`src/rtl/pipe_pkg.sv`:
```
// Shared types and constants for the fetch front end.
//   fetch_state_e : controller state, encoded as it appears on state_o
//   NOP_INSTR     : addi x0,x0,0, used to fill IF/ID on a bubble
//   fetch_pkt_t   : one fetched instruction with its PC and a valid flag
package pipe_pkg;

    typedef enum logic [1:0] {
        RUN   = 2'd0,
        STALL = 2'd1,
        REDIR = 2'd2
    } fetch_state_e;

    localparam logic [31:0] NOP_INSTR = 32'h0000_0013;

    typedef struct packed {
        logic [31:0] pc;
        logic [31:0] instr;
        logic        valid;
    } fetch_pkt_t;

endpackage

```
`src/rtl/fetch_ctrl_if.sv`:
```
// Instruction-memory bus between the fetch controller and a synchronous IMEM.
//   imem_en    : read enable for this cycle
//   pc         : read address for this cycle
//   imem_instr : read data for the address issued in the previous cycle
// master = fetch controller, slave = memory.
interface fetch_ctrl_if #(
    parameter int XLEN = 32
);
    logic            imem_en;
    logic [XLEN-1:0] pc;
    logic [31:0]     imem_instr;

    modport master (output imem_en, output pc, input imem_instr);
    modport slave  (input imem_en, input pc, output imem_instr);
endinterface

```
`src/rtl/fetch_skid.sv`:
```
// One-entry skid buffer catching the IMEM response that lands while fetch
// is held.
//   clk, rst : clock, synchronous active-high reset
//   push_i   : capture pkt_i
//   pop_i    : release the held entry
//   clear_i  : drop the held entry (wins over push and pop)
//   pkt_i    : packet to capture
//   pkt_o    : held packet; valid is forced low while empty
//   full_o   : an entry is held
module fetch_skid
    import pipe_pkg::*;
(
    input  logic       clk,
    input  logic       rst,
    input  logic       push_i,
    input  logic       pop_i,
    input  logic       clear_i,
    input  fetch_pkt_t pkt_i,
    output fetch_pkt_t pkt_o,
    output logic       full_o
);

    logic       full_q, full_d;
    fetch_pkt_t pkt_q, pkt_d;

    always_comb begin
        full_d = full_q;
        pkt_d  = pkt_q;
        if (clear_i) begin
            full_d = 1'b0;
        end else if (push_i) begin
            full_d = 1'b1;
            pkt_d  = pkt_i;
        end else if (pop_i) begin
            full_d = 1'b0;
        end
    end

    always_ff @(posedge clk) begin
        if (rst) begin
            full_q <= 1'b0;
            pkt_q  <= '0;
        end else begin
            full_q <= full_d;
            pkt_q  <= pkt_d;
        end
    end

    always_comb begin
        pkt_o       = pkt_q;
        pkt_o.valid = pkt_q.valid & full_q;
    end

    assign full_o = full_q;

endmodule

```
`src/rtl/fetch_ctrl.sv`:
```
// Front-end fetch controller: owns the PC, the IMEM request, a one-entry
// skid buffer and the IF/ID register, and turns hazard-unit stall/flush
// requests into fetch holds, redirects and ID/EX bubbles.
//   clk, rst        : clock, synchronous active-high reset
//   stall_req_i     : load-use hold request
//   flush_req_i     : redirect request (wins over stall)
//   flush_target_i  : redirect address
//   imem            : IMEM bus (enable, address, 1-cycle-latency data)
//   ifid_pc_o/ifid_instr_o/ifid_valid_o : IF/ID register
//   ex_bubble_o     : ID/EX must capture a bubble this cycle
//   state_o         : RUN=0, STALL=1, REDIR=2
//   stall_cnt_o/flush_cnt_o : saturating event counters
module fetch_ctrl #(
    parameter int              XLEN      = 32,
    parameter logic [XLEN-1:0] RESET_PC  = '0,
    parameter logic [31:0]     NOP_INSTR = pipe_pkg::NOP_INSTR,
    parameter int              PERF_W    = 16
) (
    input  logic              clk,
    input  logic              rst,
    input  logic              stall_req_i,
    input  logic              flush_req_i,
    input  logic [XLEN-1:0]   flush_target_i,
    fetch_ctrl_if.master      imem,
    output logic [XLEN-1:0]   ifid_pc_o,
    output logic [31:0]       ifid_instr_o,
    output logic              ifid_valid_o,
    output logic              ex_bubble_o,
    output logic [1:0]        state_o,
    output logic [PERF_W-1:0] stall_cnt_o,
    output logic [PERF_W-1:0] flush_cnt_o
);

    function automatic logic [PERF_W-1:0] sat_inc(input logic [PERF_W-1:0] v);
        return (&v) ? v : v + PERF_W'(1);
    endfunction

    pipe_pkg::fetch_state_e state_q, state_d;
    logic [XLEN-1:0]   pc_q, pc_d;
    logic [XLEN-1:0]   fetch_pc_q, fetch_pc_d;
    logic              fetch_vld_q, fetch_vld_d;
    logic [XLEN-1:0]   ifid_pc_q, ifid_pc_d;
    logic [31:0]       ifid_instr_q, ifid_instr_d;
    logic              ifid_valid_q, ifid_valid_d;
    logic [PERF_W-1:0] stall_cnt_q, stall_cnt_d;
    logic [PERF_W-1:0] flush_cnt_q, flush_cnt_d;

    logic                 skid_push, skid_pop, skid_clear, skid_full;
    pipe_pkg::fetch_pkt_t resp_pkt, skid_pkt, src_pkt;

    // The response arriving this cycle belongs to the address issued last cycle.
    always_comb begin
        resp_pkt.pc    = fetch_pc_q;
        resp_pkt.instr = imem.imem_instr;
        resp_pkt.valid = fetch_vld_q;
    end

    fetch_skid u_skid (
        .clk     (clk),
        .rst     (rst),
        .push_i  (skid_push),
        .pop_i   (skid_pop),
        .clear_i (skid_clear),
        .pkt_i   (resp_pkt),
        .pkt_o   (skid_pkt),
        .full_o  (skid_full)
    );

    always_comb begin
        state_d      = state_q;
        pc_d         = pc_q;
        fetch_pc_d   = fetch_pc_q;
        fetch_vld_d  = fetch_vld_q;
        ifid_pc_d    = ifid_pc_q;
        ifid_instr_d = ifid_instr_q;
        ifid_valid_d = ifid_valid_q;
        stall_cnt_d  = stall_cnt_q;
        flush_cnt_d  = flush_cnt_q;
        skid_push    = 1'b0;
        skid_pop     = 1'b0;
        skid_clear   = 1'b0;
        src_pkt      = resp_pkt;

        if (flush_req_i) begin
            // Redirect: drop everything in flight, target goes out next cycle.
            pc_d         = flush_target_i;
            fetch_vld_d  = 1'b0;
            skid_clear   = 1'b1;
            ifid_pc_d    = '0;
            ifid_instr_d = NOP_INSTR;
            ifid_valid_d = 1'b0;
            state_d      = pipe_pkg::REDIR;
            flush_cnt_d  = sat_inc(flush_cnt_q);
        end else if (stall_req_i) begin
            // Only the stall-onset cycle can have a response in flight,
            // because no new address is issued while stalled.
            if (fetch_vld_q && !skid_full) begin
                skid_push = 1'b1;
            end
            fetch_vld_d = 1'b0;
            state_d     = pipe_pkg::STALL;
            stall_cnt_d = sat_inc(stall_cnt_q);
        end else begin
            pc_d        = pc_q + XLEN'(4);
            fetch_pc_d  = pc_q;
            fetch_vld_d = 1'b1;
            // A held entry is older than anything on the IMEM bus.
            if (skid_full) begin
                skid_pop = 1'b1;
                src_pkt  = skid_pkt;
            end
            if (src_pkt.valid) begin
                ifid_pc_d    = src_pkt.pc;
                ifid_instr_d = src_pkt.instr;
                ifid_valid_d = 1'b1;
            end else begin
                ifid_pc_d    = '0;
                ifid_instr_d = NOP_INSTR;
                ifid_valid_d = 1'b0;
            end
            state_d = pipe_pkg::RUN;
        end
    end

    always_ff @(posedge clk) begin
        if (rst) begin
            state_q      <= pipe_pkg::REDIR;
            pc_q         <= RESET_PC;
            fetch_pc_q   <= '0;
            fetch_vld_q  <= 1'b0;
            ifid_pc_q    <= '0;
            ifid_instr_q <= NOP_INSTR;
            ifid_valid_q <= 1'b0;
            stall_cnt_q  <= '0;
            flush_cnt_q  <= '0;
        end else begin
            state_q      <= state_d;
            pc_q         <= pc_d;
            fetch_pc_q   <= fetch_pc_d;
            fetch_vld_q  <= fetch_vld_d;
            ifid_pc_q    <= ifid_pc_d;
            ifid_instr_q <= ifid_instr_d;
            ifid_valid_q <= ifid_valid_d;
            stall_cnt_q  <= stall_cnt_d;
            flush_cnt_q  <= flush_cnt_d;
        end
    end

    assign ex_bubble_o  = rst | flush_req_i | stall_req_i;
    assign imem.imem_en = ~rst & ~flush_req_i & ~stall_req_i;
    assign imem.pc      = pc_q;
    assign ifid_pc_o    = ifid_pc_q;
    assign ifid_instr_o = ifid_instr_q;
    assign ifid_valid_o = ifid_valid_q;
    assign state_o      = state_q;
    assign stall_cnt_o  = stall_cnt_q;
    assign flush_cnt_o  = flush_cnt_q;

endmodule

```
`src/flat_wrapper.sv`:
```
// flat-port wrapper written by rule: the top's interface ports become plain ports
module fetch_ctrl_flat 
#(
    parameter int              XLEN      = 32,
    parameter logic [XLEN-1:0] RESET_PC  = '0,
    parameter logic [31:0]     NOP_INSTR = pipe_pkg::NOP_INSTR,
    parameter int              PERF_W    = 16
)
  (clk, rst, stall_req_i, flush_req_i, flush_target_i, ifid_pc_o, ifid_instr_o, ifid_valid_o, ex_bubble_o, state_o, stall_cnt_o, flush_cnt_o, imem_imem_en, imem_pc, imem_imem_instr);
  fetch_ctrl_if #(.XLEN(XLEN)) imem_i ();
  input  logic clk;
  input  logic rst;
  input  logic stall_req_i;
  input  logic flush_req_i;
  input  logic [XLEN-1:0] flush_target_i;
  output logic [XLEN-1:0] ifid_pc_o;
  output logic [31:0] ifid_instr_o;
  output logic ifid_valid_o;
  output logic ex_bubble_o;
  output logic [1:0] state_o;
  output logic [PERF_W-1:0] stall_cnt_o;
  output logic [PERF_W-1:0] flush_cnt_o;
  output wire logic [$bits(imem_i.imem_en)-1:0] imem_imem_en;
  output wire logic [$bits(imem_i.pc)-1:0] imem_pc;
  input wire logic [$bits(imem_i.imem_instr)-1:0] imem_imem_instr;
  assign imem_imem_en = imem_i.imem_en;
  assign imem_pc = imem_i.pc;
  assign imem_i.imem_instr = imem_imem_instr;
  fetch_ctrl #(.XLEN(XLEN), .RESET_PC(RESET_PC), .NOP_INSTR(NOP_INSTR), .PERF_W(PERF_W)) u_core (.clk(clk), .rst(rst), .stall_req_i(stall_req_i), .flush_req_i(flush_req_i), .flush_target_i(flush_target_i), .imem(imem_i), .ifid_pc_o(ifid_pc_o), .ifid_instr_o(ifid_instr_o), .ifid_valid_o(ifid_valid_o), .ex_bubble_o(ex_bubble_o), .state_o(state_o), .stall_cnt_o(stall_cnt_o), .flush_cnt_o(flush_cnt_o));
endmodule
```
`config.mk`:
```
export PLATFORM = sky130hd
export DESIGN_NAME = fetch_ctrl_flat
export DESIGN_NICKNAME = d
export VERILOG_FILES = /design/src/rtl/pipe_pkg.sv /design/src/rtl/fetch_ctrl_if.sv /design/src/rtl/fetch_skid.sv /design/src/rtl/fetch_ctrl.sv /design/src/flat_wrapper.sv
export SDC_FILE = /design/constraint.sdc
export NUM_CORES = 1
export LEC_CHECK = 0
export BUFFER_PORTS_ARGS = -buffer_cell sky130_fd_sc_hd__clkbuf_2
export CORE_MARGIN = 3
export CORE_UTILIZATION = 40
export DETAILED_ROUTE_END_ITERATION = 10
export GPL_ROUTABILITY_DRIVEN = 0
export SLEW_MARGIN = 0
export SYNTH_ARGS = -nofsm -noshare
export SYNTH_HDL_FRONTEND = slang
export SYNTH_SLANG_ARGS = --single-unit
```
`constraint.sdc`:
```
create_clock -name clk -period 2.45 [get_ports clk]
set_input_delay 0.49 -clock clk [delete_from_list [all_inputs] [get_ports clk]]
set_output_delay 0.49 -clock clk [all_outputs]
set_load 0.02 [all_outputs]
```
==> flow_summary_export.csv <==
group,metric,value,unit
clocking,clock_tree.buffer_depth,3,
synthesis,synth_area_leaders,"dfxtp_1 48%, nand2_1 12%, mux2i_1 6.9%",
timing,slew_violations,0,
setup_path,timing.critical_path.mode_cell,"or4_1",
clocking,root_buffer,"clkbuf_16",
routing,vias,8776,
routing,drtIter0Drc,625,
synthesis,syn_nets,1211,
timing,post-route-period-util,90.60,%
clocking,cts_sinks,230,
layout,drive_gt1_share,22.14,%
global_routing,first_global_vias,8273,
global_routing,grt_pass1_wl,43460,microns
setup_path,r2r_slack,0.23,ns
clocking,hold_buffers,0,
layout,final_nets,1400,
job,maxCapViolations,0,
routing,drt-pass1-iter-count,6,
clocking,cts-resized-gates,0,
synthesis,synth_ff_type,"dfxtp_1",
synthesis,yosys.area_share.simple,22.97,%
floorplan,die_h,160.2,microns
timing,worstMarginPinSlew,0.8011,ns
setup_path,cpPeakStageDelay,0.68,ns
timing,rsz0062_at_grt,"no",
routing,via_per_inst,5.290,
layout,final_util,51.48,%
synthesis,synth-compound-area-share,15.92,%
synthesis,yosys.area.top_type,"dfxtp_1",
power_and_ir_drop,power.leakage,0.004377,uW
synthesis,muxShareOfSynthArea,7.658,%
setup_path,end_kind,"flip-flop",
global_routing,grt_max_degree,107,
synthesis,yosys.cell_types.count,60,
power_and_ir_drop,pwr_density_cell,705.8,mW/mm^2
synthesis,yosysTopAreaCellShare,48.42,%
setup_path,critPathKind,"reg -> reg",
synthesis,syn-cell-area,0.009509,sq mm
clocking,htreeDepth,1,
clocking,post_cts_buffers,0,
synthesis,ys_ff_latch,230,
routing,ant_nets,0,
setup_path,cp_num_buf_inv,0,
synthesis,synth_fa_ha_area_share,0.3947,%
timing,max_freq,0.4505,GHz
synthesis,syn_avg_cell_area,8.341,sq um
synthesis,synthTopCellsByCount,"295 x nand2_1, 230 x dfxtp_1, 124 x a21oi_1",
floorplan,coreArea,0.02298,sq mm
place,dpl.hpwl,18120,microns
synthesis,netlist_instances,1140,
routing,drc,0,
floorplan,num_rows,55,
setup_path,path_max_fanout,8,
timing,fin_tns_setup,0,ns
synthesis,synth_top_family_by_area,"simple AND/OR/NAND/NOR gates",
timing,hold_violations,0,
clocking,clk_pin_slew,0.06,ns
floorplan,start_util,41.37,%
routing,wirelength,26490,microns
power_and_ir_drop,ir_drop,354.8,uV
power_and_ir_drop,finalPower,8352,uW
setup_path,cp_cell_sequence,"nand3_2 -> or4_1 -> or4_1 -> a311oi_1",
layout,area_delta_synth_final,24.43,%
setup_path,arrival,2.64,ns
timing,clock-skew-final,0.009147,ns
synthesis,yosys_warnings,0,
timing,slew_headroom,46.10,%
floorplan,die_w,160.2,microns
synthesis,synthXorXnorAreaFrac,1.013,%
setup_path,worst_setup_path_start_kind,"flip-flop",
routing,wl_per_cell,15.97,microns
synthesis,synth_seq_area_share,48.42,%
global_routing,antenna_found_initial,0,
setup_path,cpLargestDelayFamily,"simple AND/OR/NAND/NOR gates",
synthesis,synth.most_common_cell,"nand2_1",
setup_path,cp_slowest_cell,"or4_1",
floorplan,dieArea,0.02566,sq mm
synthesis,synthArstFlopShare,0,%
floorplan,num_io_pins,201,
timing,min_period,2.220,ns
hold_path,min_path_type,"in -> reg",
status,status,"completed",
clocking,cts_tree,"done",
global_routing,track_usage,20.02,%
global_routing,grt_overflow,0,
timing,setup_viol,0,
setup_path,required,2.87,ns
synthesis,synth_edf_count,0,
clocking,clk_latency,0.51,ns
layout,diodes,0,
clocking,numCtsBuffers,25,
place,io_buffers,200,
[final cells by class]
type                       count  area, sq um
clock inverter                 8        142.6
inverter                       9        33.78
sequential                   230         4608
clock buffer                  36        716.9
multi-input combinational    827         4578
fill                        2261        11150
timing repair buffer         236         1361
tap                          313        391.6
[routing by layer]
metal	GRT usage, %	part of all wire (%)
met1	28.39	47
met2	31.89	44
met3	3.450	7.0
met4	4.655	1.7
met5	0	0
[power breakdown]
part	switching, uW	internal, uW	total, uW	leakage (uW)
combinational	336	198	534	0.00209
clock	1480	2440	3920	0.000420
sequential	86.5	3810	3900	0.00186
total	1900	6450	8350	0.00438
[stage by stage]
stage	cells	worst slack, ns	instance area (sq um)	hold WS [ns]
6_report	1659	0.2304	11830	0.2132
5_1_grt	1659	0.09492	11830	0.2023
4_1_cts	1659	0.2330	11830	0.1929
3_5_place_dp	1615	0.1613	10970	0.4399
3_3_place_gp	1615	0.1895	10970	0.4337
2_1_floorplan	1140	0.3175	9509	0.4324
[worst register-to-register path: stages, from the launching register on]
cell and delay, ns:
dfxtp_1 0.50, nand3_2 0.16, or4_1 0.68, or4_1 0.54
a311oi_1 0.25
[kinds of logic (layout without fill, tap and decap cells)]
group / count (synthesis) / after routing
AND/OR/NAND/NOR: 478 / 478
XOR/XNOR: 11 / 11
buffers and inverters: 83 / 289
flip-flops: 230 / 230
adder cells (fa/ha/maj): 3 / 3
multiplexers: 72 / 72
AO/OA/AOI/OAI: 263 / 263
[placed cells by master, fill, tap and decap left out, types with 4 or more instances in the layout]
cell type and n:
nand2_1 294, dfxtp_1 229, clkbuf_2 199, a21oi_1 124, o21ai_0 76, mux2i_1 66
nor2_1 38, buf_4 30, nand3_1 26, clkbuf_16 25, or3_1 19, nand4_1 18
or4_1 18, o31ai_1 18, and3_1 12, a311oi_1 10, nor3_1 9, nor4_1 8
inv_1 7, nor2b_1 7, xnor2_1 7, buf_12 7, a211oi_1 6, mux2_2 6
clkbuf_1 6, o211ai_1 5, clkbuf_8 5, or2_2 4, xor2_1 4, o41ai_1 4
bufinv_16 4
[flip-flops by register name, summed over array words and instances, names as in the netlist]
register and cells:
u_core.state_o 2, u_core.ifid_instr_o 32, u_core.fetch_pc_q 32, u_core.imem.pc 32, u_core.u_skid.pkt_o 64, u_core.fetch_vld_q 1
u_core.stall_cnt_o 16, u_core.u_skid.full_o 1, u_core.u_skid.pkt_q 1, u_core.ifid_pc_o 32, u_core.flush_cnt_o 16, u_core.ifid_valid_o 1
[final timing paths]
kind / depth (start not counted) / start / end
setup / recovery: 4 / u_core.imem.pc[15] / u_core.imem.pc[25]
setup reg to reg: 4 / u_core.imem.pc[15] / u_core.imem.pc[25]
hold reg to reg: 2 / u_core.ifid_valid_o / u_core.ifid_valid_o
hold / removal: 3 / flush_target_i[29] / u_core.imem.pc[29]
Power figures use the tool's default switching activity.
